`src/rtl/truth_table_sequencer_pkg.sv`:
```
// rtl/truth_table_sequencer_pkg.sv - shared state encoding and default sizing for the truth-table sequencer
package truth_table_sequencer_pkg;

    localparam int DEF_N_IN   = 3;
    localparam int DEF_N_OUT  = 2;
    localparam int DEF_SETTLE = 1;

    typedef enum logic [1:0] {
        ST_IDLE    = 2'd0,
        ST_SETTLE  = 2'd1,
        ST_CAPTURE = 2'd2,
        ST_DONE    = 2'd3
    } state_t;

endpackage

```
`src/rtl/truth_table_sequencer_if.sv`:
```
// rtl/truth_table_sequencer_if.sv - control, gate-block and result signals of the truth-table sequencer
interface truth_table_sequencer_if
    import truth_table_sequencer_pkg::*;
#(
    parameter int N_IN  = DEF_N_IN,
    parameter int N_OUT = DEF_N_OUT
);
    logic                        start;
    logic                        abort;
    logic [N_OUT-1:0]            res_in;
    logic [N_OUT*(2**N_IN)-1:0]  exp_table;
    logic [N_IN-1:0]             vec_out;
    logic                        busy;
    logic                        done;
    logic                        pass;
    logic [N_IN:0]               err_cnt;
    logic                        fail_valid;
    logic [N_IN-1:0]             first_fail;
    logic [N_OUT*(2**N_IN)-1:0]  table_out;

    modport master (
        output start, abort, res_in, exp_table,
        input  vec_out, busy, done, pass, err_cnt, fail_valid, first_fail, table_out
    );

    modport slave (
        input  start, abort, res_in, exp_table,
        output vec_out, busy, done, pass, err_cnt, fail_valid, first_fail, table_out
    );

endinterface

```
`src/rtl/truth_table_sequencer_settle_timer.sv`:
```
// rtl/truth_table_sequencer_settle_timer.sv - 8-bit settle counter, flags the last hold cycle of a vector
module settle_timer #(
    parameter int SETTLE = 1
) (
    input  logic clk,
    input  logic rst_n,
    input  logic load,
    output logic expired
);
    logic [7:0] count;

    always_ff @(posedge clk) begin
        if (!rst_n) begin
            count <= '0;
        end else if (load) begin
            count <= '0;
        end else begin
            count <= count + 8'd1;
        end
    end

    assign expired = (count == 8'(SETTLE - 1));

endmodule

```
`src/rtl/truth_table_sequencer.sv`:
```
// rtl/truth_table_sequencer.sv - sweeps all input vectors through a gate block and checks the captured truth table
module truth_table_sequencer
    import truth_table_sequencer_pkg::*;
#(
    parameter int N_IN   = DEF_N_IN,
    parameter int N_OUT  = DEF_N_OUT,
    parameter int SETTLE = DEF_SETTLE
) (
    input  logic                   clk,
    input  logic                   rst_n,
    truth_table_sequencer_if.slave bus
);
    localparam int              TW       = N_OUT * (2 ** N_IN);
    localparam logic [N_IN-1:0] VEC_ONE  = 1;
    localparam logic [N_IN-1:0] VEC_LAST = '1;
    localparam logic [N_IN:0]   ERR_ONE  = 1;

    state_t            state, state_next;
    logic [N_IN-1:0]   vec;
    logic [TW-1:0]     table_q;
    logic [N_IN:0]     err_cnt;
    logic              fail_valid;
    logic [N_IN-1:0]   first_fail;
    logic              pass;
    logic              expired;
    logic              last_vec;
    logic              mismatch;

    // Counter sits at zero outside SETTLE, so every vector starts a fresh hold.
    settle_timer #(.SETTLE(SETTLE)) u_settle_timer (
        .clk     (clk),
        .rst_n   (rst_n),
        .load    (state != ST_SETTLE),
        .expired (expired)
    );

    assign last_vec = (vec == VEC_LAST);
    assign mismatch = (bus.res_in != bus.exp_table[int'(vec)*N_OUT +: N_OUT]);

    always_ff @(posedge clk) begin
        if (!rst_n) begin
            state <= ST_IDLE;
        end else begin
            state <= state_next;
        end
    end

    always_comb begin
        state_next = state;
        case (state)
            ST_IDLE:    if (bus.start) state_next = ST_SETTLE;
            ST_SETTLE:  if (bus.abort) state_next = ST_IDLE;
                        else if (expired) state_next = ST_CAPTURE;
            ST_CAPTURE: if (bus.abort) state_next = ST_IDLE;
                        else if (last_vec) state_next = ST_DONE;
                        else state_next = ST_SETTLE;
            ST_DONE:    state_next = ST_IDLE;
            default:    state_next = ST_IDLE;
        endcase
    end

    always_ff @(posedge clk) begin
        if (!rst_n) begin
            vec        <= '0;
            table_q    <= '0;
            err_cnt    <= '0;
            fail_valid <= 1'b0;
            first_fail <= '0;
            pass       <= 1'b0;
        end else begin
            case (state)
                ST_IDLE: begin
                    if (bus.start) begin
                        vec        <= '0;
                        table_q    <= '0;
                        err_cnt    <= '0;
                        fail_valid <= 1'b0;
                        first_fail <= '0;
                        pass       <= 1'b0;
                    end
                end
                ST_SETTLE: begin
                    if (bus.abort) vec <= '0;
                end
                ST_CAPTURE: begin
                    // Abort wins over the capture write; partial results stay visible.
                    if (bus.abort) begin
                        vec <= '0;
                    end else begin
                        table_q[int'(vec)*N_OUT +: N_OUT] <= bus.res_in;
                        if (mismatch) begin
                            err_cnt <= err_cnt + ERR_ONE;
                            if (!fail_valid) begin
                                fail_valid <= 1'b1;
                                first_fail <= vec;
                            end
                        end
                        if (!last_vec) vec <= vec + VEC_ONE;
                    end
                end
                ST_DONE: begin
                    pass <= (err_cnt == '0);
                    vec  <= '0;
                end
                default: vec <= '0;
            endcase
        end
    end

    assign bus.vec_out    = vec;
    assign bus.busy       = (state != ST_IDLE);
    assign bus.done       = (state == ST_DONE);
    assign bus.pass       = pass;
    assign bus.err_cnt    = err_cnt;
    assign bus.fail_valid = fail_valid;
    assign bus.first_fail = first_fail;
    assign bus.table_out  = table_q;

endmodule

```
`src/flat_wrapper.sv`:
```
// flat-port wrapper written by rule: the top's interface ports become plain ports
module truth_table_sequencer_flat import truth_table_sequencer_pkg::*;
#(
    parameter int N_IN   = DEF_N_IN,
    parameter int N_OUT  = DEF_N_OUT,
    parameter int SETTLE = DEF_SETTLE
)
  (clk, rst_n, bus_start, bus_abort, bus_res_in, bus_exp_table, bus_vec_out, bus_busy, bus_done, bus_pass, bus_err_cnt, bus_fail_valid, bus_first_fail, bus_table_out);
  truth_table_sequencer_if #(.N_IN(N_IN), .N_OUT(N_OUT)) bus_i ();
  input  logic clk;
  input  logic rst_n;
  input wire logic [$bits(bus_i.start)-1:0] bus_start;
  input wire logic [$bits(bus_i.abort)-1:0] bus_abort;
  input wire logic [$bits(bus_i.res_in)-1:0] bus_res_in;
  input wire logic [$bits(bus_i.exp_table)-1:0] bus_exp_table;
  output wire logic [$bits(bus_i.vec_out)-1:0] bus_vec_out;
  output wire logic [$bits(bus_i.busy)-1:0] bus_busy;
  output wire logic [$bits(bus_i.done)-1:0] bus_done;
  output wire logic [$bits(bus_i.pass)-1:0] bus_pass;
  output wire logic [$bits(bus_i.err_cnt)-1:0] bus_err_cnt;
  output wire logic [$bits(bus_i.fail_valid)-1:0] bus_fail_valid;
  output wire logic [$bits(bus_i.first_fail)-1:0] bus_first_fail;
  output wire logic [$bits(bus_i.table_out)-1:0] bus_table_out;
  assign bus_i.start = bus_start;
  assign bus_i.abort = bus_abort;
  assign bus_i.res_in = bus_res_in;
  assign bus_i.exp_table = bus_exp_table;
  assign bus_vec_out = bus_i.vec_out;
  assign bus_busy = bus_i.busy;
  assign bus_done = bus_i.done;
  assign bus_pass = bus_i.pass;
  assign bus_err_cnt = bus_i.err_cnt;
  assign bus_fail_valid = bus_i.fail_valid;
  assign bus_first_fail = bus_i.first_fail;
  assign bus_table_out = bus_i.table_out;
  truth_table_sequencer #(.N_IN(N_IN), .N_OUT(N_OUT), .SETTLE(SETTLE)) u_core (.clk(clk), .rst_n(rst_n), .bus(bus_i));
endmodule
```
`config.mk`:
```
export PLATFORM = sky130hd
export DESIGN_NAME = truth_table_sequencer_flat
export DESIGN_NICKNAME = d
export VERILOG_FILES = /design/src/rtl/truth_table_sequencer_pkg.sv /design/src/rtl/truth_table_sequencer_if.sv /design/src/rtl/truth_table_sequencer_settle_timer.sv /design/src/rtl/truth_table_sequencer.sv /design/src/flat_wrapper.sv
export SDC_FILE = /design/constraint.sdc
export NUM_CORES = 1
export LEC_CHECK = 0
export CORE_MARGIN = 3
export CORE_UTILIZATION = 35
export DETAILED_ROUTE_END_ITERATION = 8
export MAX_ROUTING_LAYER = met4
export PLACE_DENSITY = 0.59
export SYNTH_ARGS = -nofsm -noshare
export SYNTH_HDL_FRONTEND = slang
export SYNTH_SLANG_ARGS = --single-unit
export TNS_END_PERCENT = 20
```
`constraint.sdc`:
```
create_clock -name clk -period 7.34 [get_ports clk]
set_input_delay 1.468 -clock clk [delete_from_list [all_inputs] [get_ports clk]]
set_output_delay 1.468 -clock clk [all_outputs]
set_load 0.01 [all_outputs]
```
# Yosys cells after proc, flatten, opt, wreduce, memory -nomap -nowiden
# Cells that the tools add are included.
op_classes:
  div_mod_pow: 0
  order_cmp: 0
  n_eq_ne: 13
  shifts: 3
  n_mux: 28
  n_addsub: 4
  reduce_logical: 13
  bitwise: 1
  mul: 0
ops:
  columns: ["cell", "count"]
  rows:
  - ["negation 4 -> 33 bit", 1]
  - ["variable shift 2 x 33 -> 16 bit (first input constant)", 1]
  - ["indexed part select 2 x 33 -> 16 bit", 1]
  - ["two-way mux 16 bit", 2]
  - ["one-hot mux 16 bit (2 select lines)", 1]
  - ["two-way mux 3 bit", 7]
  - ["bitwise mux 16 bit", 1]
  - ["indexed part select 16 x 5 -> 2 bit", 1]
  - ["two-way mux 4 bit", 3]
  - ["one-hot mux 3 bit (4 select lines)", 1]
  - ["two-way mux 2 bit", 5]
  - ["adder 8 x 1 -> 8 bit (second input constant)", 1]
  - ["logical NOT 8 bit", 1]
  - ["inequality test 2 bit (second input constant)", 4]
  - ["one-hot mux 2 bit (4 select lines)", 1]
  - ["one-hot mux 4 bit (2 select lines)", 1]
  - ["one-hot mux 3 bit (2 select lines)", 1]
  - ["AND reduction 3 bit", 2]
  - ["nonzero test 2 bit", 3]
  - ["AND reduction 5 bit", 1]
  - ["adder 4 x 1 -> 4 bit (second input constant)", 1]
  - ["== test 2 bit (second input constant)", 2]
  - ["logical NOT 4 bit", 1]
  - ["inequality test 2 x 1 -> 1 bit (second input constant)", 2]
  - ["13 further kinds", 17]
totals:
  n_memories: 0
  regBits: 38
  mem_bits_rw: 0
  input_bits: 22
  rom_bits: 0
  latch_bits: 0
  wordCells: 70
  out_inout_bits: 30

# Longest topological paths before layout
# Gate-level depths: netlist of the first run.
logic_depth:
  depth_word: 5
  ltp_mapped: 9
  depth_no_buf: 8

# By module
# A second synthesis of the first run with hierarchy kept.
hier_totals:
  hier_cells: 231
  hier_area_um2: 2107.0
by_module_without_submodules:
  columns: ["mod", "seq_area_each_um2", "instances", "cells_each", "area_each_um2"]
  rows:
  - ["truth_table_sequencer", 600.6, 1, 191, 1756.7]
  - ["settle_timer", 160.2, 1, 40, 350.3]

# Least setup slack after synthesis of the first run
# OpenSTA, ideal clock, no wires.
synth_timing:
  path_type: "input -> register"
  start: "input port bus_exp_table[5]"
  end: "register u_core.fail_valid, in the netlist u_core.bus.fail_valid"
  required_ns: 7.281
  setup_time_ns: 0.059
  stages: 5
  t_arrival_ns: 2.670
  n_path_buf: 0
  path_slack_ns: 4.610
  cell_sequence: "mux2i_1 -> mux4_2 -> xnor2_4 -> o31ai_2 -> a22o_1"
synth_between:
  elab_chain_cells: 4
synth_rtl:
  columns: ["item", "line", "source"]
  rows:
  - ["start, declared", "flat_wrapper.sv:15", "input wire logic [$bits(bus_i.exp_table)-1:0] bus_exp_table;"]
  - ["indexed part select 16 x 5 -> 2 bit", "truth_table_sequencer.sv:38", "assign mismatch = (bus.res_in != bus.exp_table[int'(vec)*N_OUT +: N_OUT]);"]
  - ["inequality test 2 bit", "truth_table_sequencer.sv:38", null]
  - ["inequality test 2 x 1 -> 1 bit (no line)", null, null]
  - ["AND reduction 4 bit (no line)", null, null]
  - ["end signal, assigned", "truth_table_sequencer.sv:67", "fail_valid <= 1'b0;"]
  - ["end signal, assigned", "truth_table_sequencer.sv:77", "fail_valid <= 1'b0;"]
  - ["end signal, assigned", "truth_table_sequencer.sv:94", "fail_valid <= 1'b1;"]
  - ["end, declared", "truth_table_sequencer.sv:22", "logic fail_valid;"]
# No other way between the ends.
# A chain may end at the register's enable or synchronous reset.

# Worst setup path after layout of the first run
layout_timing:
  start: "register u_core.vec[1], in the netlist u_core.bus.vec_out[1]"
  end: "output port bus_vec_out[1]"
layout_rtl:
  columns: ["item", "line", "source"]
  rows:
  - ["start, declared", "truth_table_sequencer.sv:19", "logic [N_IN-1:0] vec;"]
  - ["start signal, assigned", "truth_table_sequencer.sv:98", "if (!last_vec) vec <= vec + VEC_ONE;"]
  - ["end, declared", "flat_wrapper.sv:16", "output wire logic [$bits(bus_i.vec_out)-1:0] bus_vec_out;"]
# No word-level cell between the ends.

==> impl_results.md, run 1 <==
* Startpoint Class: flip-flop
* RSZ-0062 raised after global routing: no
* Worst setup path category: reg2out
* Global placement routability congestion at 0.757
* Slew @ Worst Pin at 1.04 ns
* CTS Hold Bufs at 0
* Via density at 5.02
* Yosys warnings at 0
* Met3 Track Usage GR at 3.27%
* Sequential share of power at 51.2%
* Worst-path cell chain: clkdlybuf4s50_1
* Insertion delay to the later sink of the worst-skew pair at 0.29 ns
* Total chip power at 409 µW
* Initial core utilization at 37.1%
* Worst path depth at 1
* CTS tree: done
* CP Data Required Time at 5.87 ns
* Post-route ant nets at 0
* Post-Syn Area at 0.00209 mm²
* CTS Root Cell: clkbuf_8
* Number of H-tree levels at 2
* N_diodes at 0
* CP bufs+invs at 1
* Clock Power Share at 37.3%
* # nets final at 313
* Clock Tree Buf Depth at 2
* Drt first pass iters at 4
* Vias at 1,781
* Die X at 83.3 µm
* Post-synthesis cell type count at 42
* # IOs at 52
* Critical Path Sink: bus_vec_out[1]
* Clock Pin Slew Worst Setup and Hold Paths at 0.08 ns
* Syn Area/Cell at 8.97 µm²
* Post-synth ARST share at 0%
* Critical path peak fanout at 14
* GRT Overall Usage at 15.4%
* Iteration-0 DRC Markers at 103
* P_leak at 0.000964 µW
* Mapped Cells at 233
* Most frequent cells in the layout: clkdlybuf4s50_1, dfxtp_1, nor2_1
* Yosys top cell by area: dfxtp_1
* Logic pwr share at 11.6%
* First-pass GRT wire length at 8710 µm
* Number of synthesized flops with an enable pin at 0
* Final Max Tran Viols at 0
* CP max stage cell: dfxtp_1
* Global routing's busiest layer: met2
* Number of setup buffers added after CTS at 0
* Max-cap violation count at 0
* Synth Flop Type: dfxtp_1
* Syn nets at 264
* Delay-heaviest family, CP: flip-flops
* Relative slew margins at 30.7%
* Pint at 307 µW
* Cell Pwr Density at 149 mW/mm²
* Die area at 0.00694 mm²
* CP endpoint kind: output pin
* Register-to-register setup slack at 4.46 ns
* Gr ovfl total at 0
* Met2 Resource Use GR at 24.1%
* Largest net degree at the start of global routing at 34
* Commonest non-fill, non-tap cell in the layout: clkdlybuf4s50_1
* Post-layout minimum cycle time at 3.18 ns
* FP Rows at 27
* Final Hold Fails at 0
* TNS Setup at 0 ns
* Core footprint at 0.00564 mm²
* Net switching power at 102 µW
* Worst vdd ir at 102 µV
* Seq/Total Area, Yosys at 36.4%
* CP max stage delay at 0.76 ns
* Reg2reg end: u_core.bus.table_out[0]$_SDFFE_PN0P_
* Estimated wirelength of the detail-placed design at 3590 µm
* Synth top area share at 36.4%
* R2R Path Start: u_core.bus.vec_out[1]$_SDFFE_PN0P_
* Wire length per cell at 13.9 µm
* Met1 GRT Util at 20.7%
* Fmax at 314 MHz
* Initial antenna violation count at 0
* Share of cells above drive strength 1 at 7.07%
* FF-to-FF path depth at 8
* Vias in the first global route at 1,806
* Port Buf Inserts at 51
* CP Data Arrival Time at 1.71 ns
* CP startpoint: u_core.bus.vec_out[1]$_SDFFE_PN0P_
* CTS Sinks at 38
* CTS resizes at 0
* Status: complete, no violations
* Num CTS Buffers at 5
* Final setup vio count at 0
* DRC errors left at 0
* Post-Route WL at 4930 µm
* Area contributors post-synth: dfxtp_1, mux2i_1, ha_1
* Post-synthesis register bit count at 38
* Area Overhead vs Synth at 31.1%
* Tcrit/Tclk final at 43.3%
* Clock skew at 0.00409 ns
* Switch share at 24.9%
* Min-delay worst type: reg2reg
* Fillers at 544
* Die height at 83.3 µm
[registers in the layout (all words and copies together), names as in the netlist]
signal                       count
u_core.bus.table_out            16
u_core.u_settle_timer.count      8
u_core.bus.err_cnt               4
u_core.bus.first_fail            3
u_core.bus.vec_out               3
u_core.state                     2
u_core.bus.fail_valid            1
u_core.bus.pass                  1
[worst min path at each step]
stage	cells past startpoint	slack [ns]	endpoint	startpoint
3_5_place_dp	2	0.45	u_core.bus.first_fail[2]$_SDFFE_PN0P_	u_core.bus.first_fail[2]$_SDFFE_PN0P_
5_1_grt	2	0.50	u_core.bus.first_fail[1]$_SDFFE_PN0P_	u_core.bus.first_fail[1]$_SDFFE_PN0P_
4_1_cts	2	0.47	u_core.bus.first_fail[2]$_SDFFE_PN0P_	u_core.bus.first_fail[2]$_SDFFE_PN0P_
2_1_floorplan	1	0.45	u_core.u_settle_timer.count[0]$_SDFF_PP0_	u_core.u_settle_timer.count[0]$_SDFF_PP0_
6_report	2	0.47	u_core.bus.first_fail[2]$_SDFFE_PN0P_	u_core.bus.first_fail[2]$_SDFFE_PN0P_
3_3_place_gp	2	0.45	u_core.bus.first_fail[2]$_SDFFE_PN0P_	u_core.bus.first_fail[2]$_SDFFE_PN0P_
[cell usage after synthesis, types with 2 or more instances]
library cell,count
dfxtp_1,38
nor2_1,16
nand2_1,15
nor2b_1,15
o21ai_0,14
mux2i_1,12
a22oi_1,11
inv_1,10
nand3_1,10
ha_1,9
clkbuf_1,7
nor3_1,7
xor2_1,7
and2_1,6
and3_1,6
nand2b_1,5
o21a_1,5
a21oi_1,4
a21boi_0,3
o22ai_1,3
a22o_1,2
a32oi_1,2
mux4_2,2
nor3b_1,2
nor4_1,2
or2_2,2
or4b_2,2
xnor2_4,2
[through the flow]
stage          setup slack (ns)  hold WS (ns)  instances  cell area [µm²]  utilization [%]
2_1_floorplan              4.61         0.449        233             2090                -
3_3_place_gp               3.93         0.451        347             2650             46.9
3_5_place_dp               3.89         0.454        347             2650             46.9
4_1_cts                    4.15         0.472        355             2740             48.6
5_1_grt                    3.96         0.504        355             2740             48.6
6_report                   4.16         0.468        355             2740             48.6
[cell type report]
class	instances	area (µm²)	area share (%)
multi-input combinational	176	1250	45.5
clock inverter	2	12.5	0.456
inverter	10	37.5	1.37
tap	72	90.1	3.29
clock buffer	6	82.6	3.01
timing repair buffer	51	510	18.6
sequential	38	761	27.7
[power by group through the flow]
| stage | sequential (µW) | combinational (µW) | clock (µW) |
|---|---|---|---|
| 2_1_floorplan | 213 | 27.6 | 0 |
| 3_3_place_gp | 214 | 47.3 | 0 |
| 3_5_place_dp | 214 | 47.4 | 0 |
| 4_1_cts | 209 | 47.5 | 158 |
| 5_1_grt | 210 | 52.7 | 167 |
| 6_report | 209 | 47.2 | 152 |
[routing by layer]
layer,vias up,part of all wire (%)
met5,-,0
met4,0,0.39
met3,2,3.4
met2,29,46
met1,829,50
li1,921,-
[kinds of logic (layout without fill, tap and decap cells)]
family	Yosys count	after routing	synth area share (%)
buffers and inverters	19	69	3.95
AND/OR/NAND/NOR	91	91	23.2
adder cells (fa/ha/maj)	9	9	5.39
flip-flops	38	38	36.4
AO/OA/AOI/OAI	52	52	17.2
XOR/XNOR	10	10	5.98
multiplexers	14	14	7.90
Note: power is estimated with default switching activity, not from simulation.
==> run 2: changes to the inputs <==
clock period = 3.2 ns   (was 7.34 ns; I/O delays follow)
==> run 2 against run 1 <==
Net effect:
- sequential power grew 130%
- routed wire length is 1.4% higher
- non-clock buffer count is 3 higher
- utilization grew 0.33 points
- count of clock-buffer cells in the layout grew 1
- largest cell class unchanged
- clock power grew 130%
- critical path type is now reg2reg
- worst setup slack lost 3.6 ns
- via count rose by 1.5%
- cell count up 0.85%
- clock skew barely moved
- register-to-register slack got worse by 3.9 ns
- first-iteration DRC count up 2.9%
==> impl_results.md, run 2 (synthesis gave the netlist of run 1 again) <==
* Register-to-register setup slack at 0.60 ns (was 4.46 ns)
* Clock skew at 0.00383 ns (was 0.00409 ns)
* Fmax at 384 MHz
* P_leak at 0.000980 µW (was 0.000964 µW)
* CP Data Arrival Time at 2.79 ns (was 1.71 ns)
* Max-cap violation count at 0 (unchanged)
* CTS resizes at 0 (unchanged)
* Final setup vio count at 0 (unchanged)
* Largest register FFs at 16 (unchanged)
* Insertion delay to the later sink of the worst-skew pair at 0.29 ns (about the same)
* CP max stage cell: or4b_2 (was dfxtp_1)
* Post-layout minimum cycle time at 2.60 ns
* Share of cells above drive strength 1 at 7.69% (was 7.07%)
* Die area at 0.00694 mm² (unchanged)
* CTS Sinks at 38 (unchanged)
* CP Data Required Time at 3.38 ns (was 5.87 ns)
* Clock Pin Slew Worst Setup and Hold Paths at 0.08 ns (about the same)
* Drt first pass iters at 4 (unchanged)
* Placed cell area at 0.00267 mm² (was 0.00265 mm²)
* Number of setup buffers added after CTS at 0 (unchanged)
* CTS Hold Bufs at 0 (unchanged)
* N_diodes at 0 (unchanged)
* Fillers at 564 (was 544)
* Min-delay worst type: reg2reg (unchanged)
* Cell Pwr Density at 340 mW/mm² (was 149 mW/mm²)
* WHS Path Cells at 2 (unchanged)
* CTS Root Cell: clkbuf_8 (unchanged)
* Status: complete, no violations (unchanged)
* RSZ-0062 raised after global routing: no (unchanged)
* Gr ovfl total at 0 (unchanged)
* Startpoint Class: flip-flop (unchanged)
* Hold endpoint: u_core.bus.first_fail[2]$_SDFFE_PN0P_ (unchanged)
* Die X at 83.3 µm (unchanged)
* Commonest non-fill, non-tap cell in the layout: clkdlybuf4s50_1 (unchanged)
* # IOs at 52 (unchanged)
* TNS Setup at 0 ns (unchanged)
* Iteration-0 DRC Markers at 106 (was 103)
* Area Overhead vs Synth at 32.0% (was 31.1%)
* Wire length per cell at 14.0 µm (was 13.9 µm)
* Estimated wirelength of the detail-placed design at 3720 µm (was 3590 µm)
* Worst-path cell chain: inv_1 -> ha_1 -> ha_1 -> or4b_2 -> nor3_1 -> o21ai_0 -> a22oi_1 -> nor2b_1 (was clkdlybuf4s50_1)
* # nets final at 316 (was 313)
* Hold_sp: u_core.bus.first_fail[2]$_SDFFE_PN0P_ (unchanged)
* Final Max Tran Viols at 0 (unchanged)
* Clock Tree Buf Depth at 2 (unchanged)
* DRC errors left at 0 (unchanged)
* CP most frequent cell: ha_1
* Initial core utilization at 37.1% (unchanged)
* Post-route ant nets at 0 (unchanged)
* CTS tree: done (unchanged)
* Post-Route WL at 5000 µm (was 4930 µm)
* Most frequent cells in the layout: clkdlybuf4s50_1, dfxtp_1, nor2_1 (unchanged)
* Final Hold Fails at 0 (unchanged)
* Design area at 0.00276 mm² (was 0.00274 mm²)
* Vias in the first global route at 1,773 (was 1,806)
* Num CTS Buffers at 5 (unchanged)
* Slew @ Worst Pin at 0.617 ns (was 1.04 ns)
* First-pass GRT wire length at 8330 µm (was 8710 µm)
* Critical path peak fanout at 10 (was 14)
* Global placement routability congestion at 0.794 (was 0.757)
* Worst vdd ir at 184 µV (was 102 µV)
* FP Rows at 27 (unchanged)
* Largest net degree at the start of global routing at 20 (was 34)
* CP max stage delay at 0.63 ns (was 0.76 ns)
* Tcrit/Tclk final at 81.3%
* Die height at 83.3 µm (unchanged)
* Initial antenna violation count at 0 (unchanged)
* Port Buf Inserts at 51 (unchanged)
* Core footprint at 0.00564 mm² (unchanged)
* Relative slew margins at 58.4% (was 30.7%)
* CP endpoint kind: flip-flop (was output pin)
* Reg2reg end: u_core.bus.table_out[1]$_SDFFE_PN0P_ (was u_core.bus.table_out[0]$_SDFFE_PN0P_)
* Worst setup path category: reg2reg (was reg2out)
* FF-to-FF path depth at 8 (unchanged)
* GRT Overall Usage at 15.2% (was 15.4%)
* R2R Path Start: u_core.bus.vec_out[0]$_SDFFE_PN0P_ (was u_core.bus.vec_out[1]$_SDFFE_PN0P_)
* Vias at 1,808 (was 1,781)
* Number of H-tree levels at 2 (unchanged)
* Via density at 5.05 (was 5.02)
[run 2: cell type report]
type                            count  area [µm²]  share of cell area (%)
Sequential cell                    38         761                    27.6
Clock buffer                        7        86.3                    3.13
Inverter                           10        37.5                    1.36
Timing Repair Buffer               54         533                    19.3
Clock inverter                      1        5.00                   0.181
Multi-Input combinational cell    176        1250                    45.2
Tap cell                           72        90.1                    3.26
[run 2: metrics by stage]
stage | utilization, % | hold WS (ns) | total power (µW) | worst slack [ns] | instances
global placement | 47.3 | 0.454 | 602 | 0.630 | 350
floorplan | - | 0.449 | 553 | 0.724 | 233
detailed placement | 47.3 | 0.457 | 602 | 0.601 | 350
CTS | 48.9 | 0.468 | 948 | 0.586 | 358
global route | 48.9 | 0.488 | 977 | 0.350 | 358
finish | 48.9 | 0.462 | 938 | 0.598 | 358
[run 2: how the worst max path moves through the flow]
stage	slack, ns	endpoint	start	depth (start not counted)
3_3_place_gp	0.63	u_core.bus.table_out[1]$_SDFFE_PN0P_	u_core.bus.vec_out[0]$_SDFFE_PN0P_	8
2_1_floorplan	0.72	u_core.bus.table_out[0]$_SDFFE_PN0P_	u_core.bus.vec_out[1]$_SDFFE_PN0P_	9
4_1_cts	0.59	u_core.bus.table_out[1]$_SDFFE_PN0P_	u_core.bus.vec_out[0]$_SDFFE_PN0P_	8
5_1_grt	0.35	u_core.bus.table_out[0]$_SDFFE_PN0P_	u_core.bus.vec_out[0]$_SDFFE_PN0P_	8
3_5_place_dp	0.60	u_core.bus.table_out[1]$_SDFFE_PN0P_	u_core.bus.vec_out[0]$_SDFFE_PN0P_	8
6_report	0.60	u_core.bus.table_out[1]$_SDFFE_PN0P_	u_core.bus.vec_out[0]$_SDFFE_PN0P_	8
[run 2: layer usage]
metal / routed length, µm / global-route usage [%]
met1: 2400 / 19.2
met2: 2320 / 23.6
met3: 254 / 4.56
met4: 27 / 4.46
met5: 0 / -
[run 2: worst max-delay path: cells and delay by family (launching register included)]
| kind | cells | cell delay (ns) |
|---|---|---|
| buffers and inverters | 1 | 0.17 |
| adder cells (fa/ha/maj) | 2 | 0.63 |
| flip-flops | 1 | 0.49 |
| AND/OR/NAND/NOR | 3 | 0.87 |
| AO/OA/AOI/OAI | 2 | 0.35 |
[run 2: where the power goes]
group	total (µW)	switching, µW	internal [µW]
Clock	347	173	174
Sequential	479	4.46	475
Combinational	111	53.3	58.1
Total	938	231	707
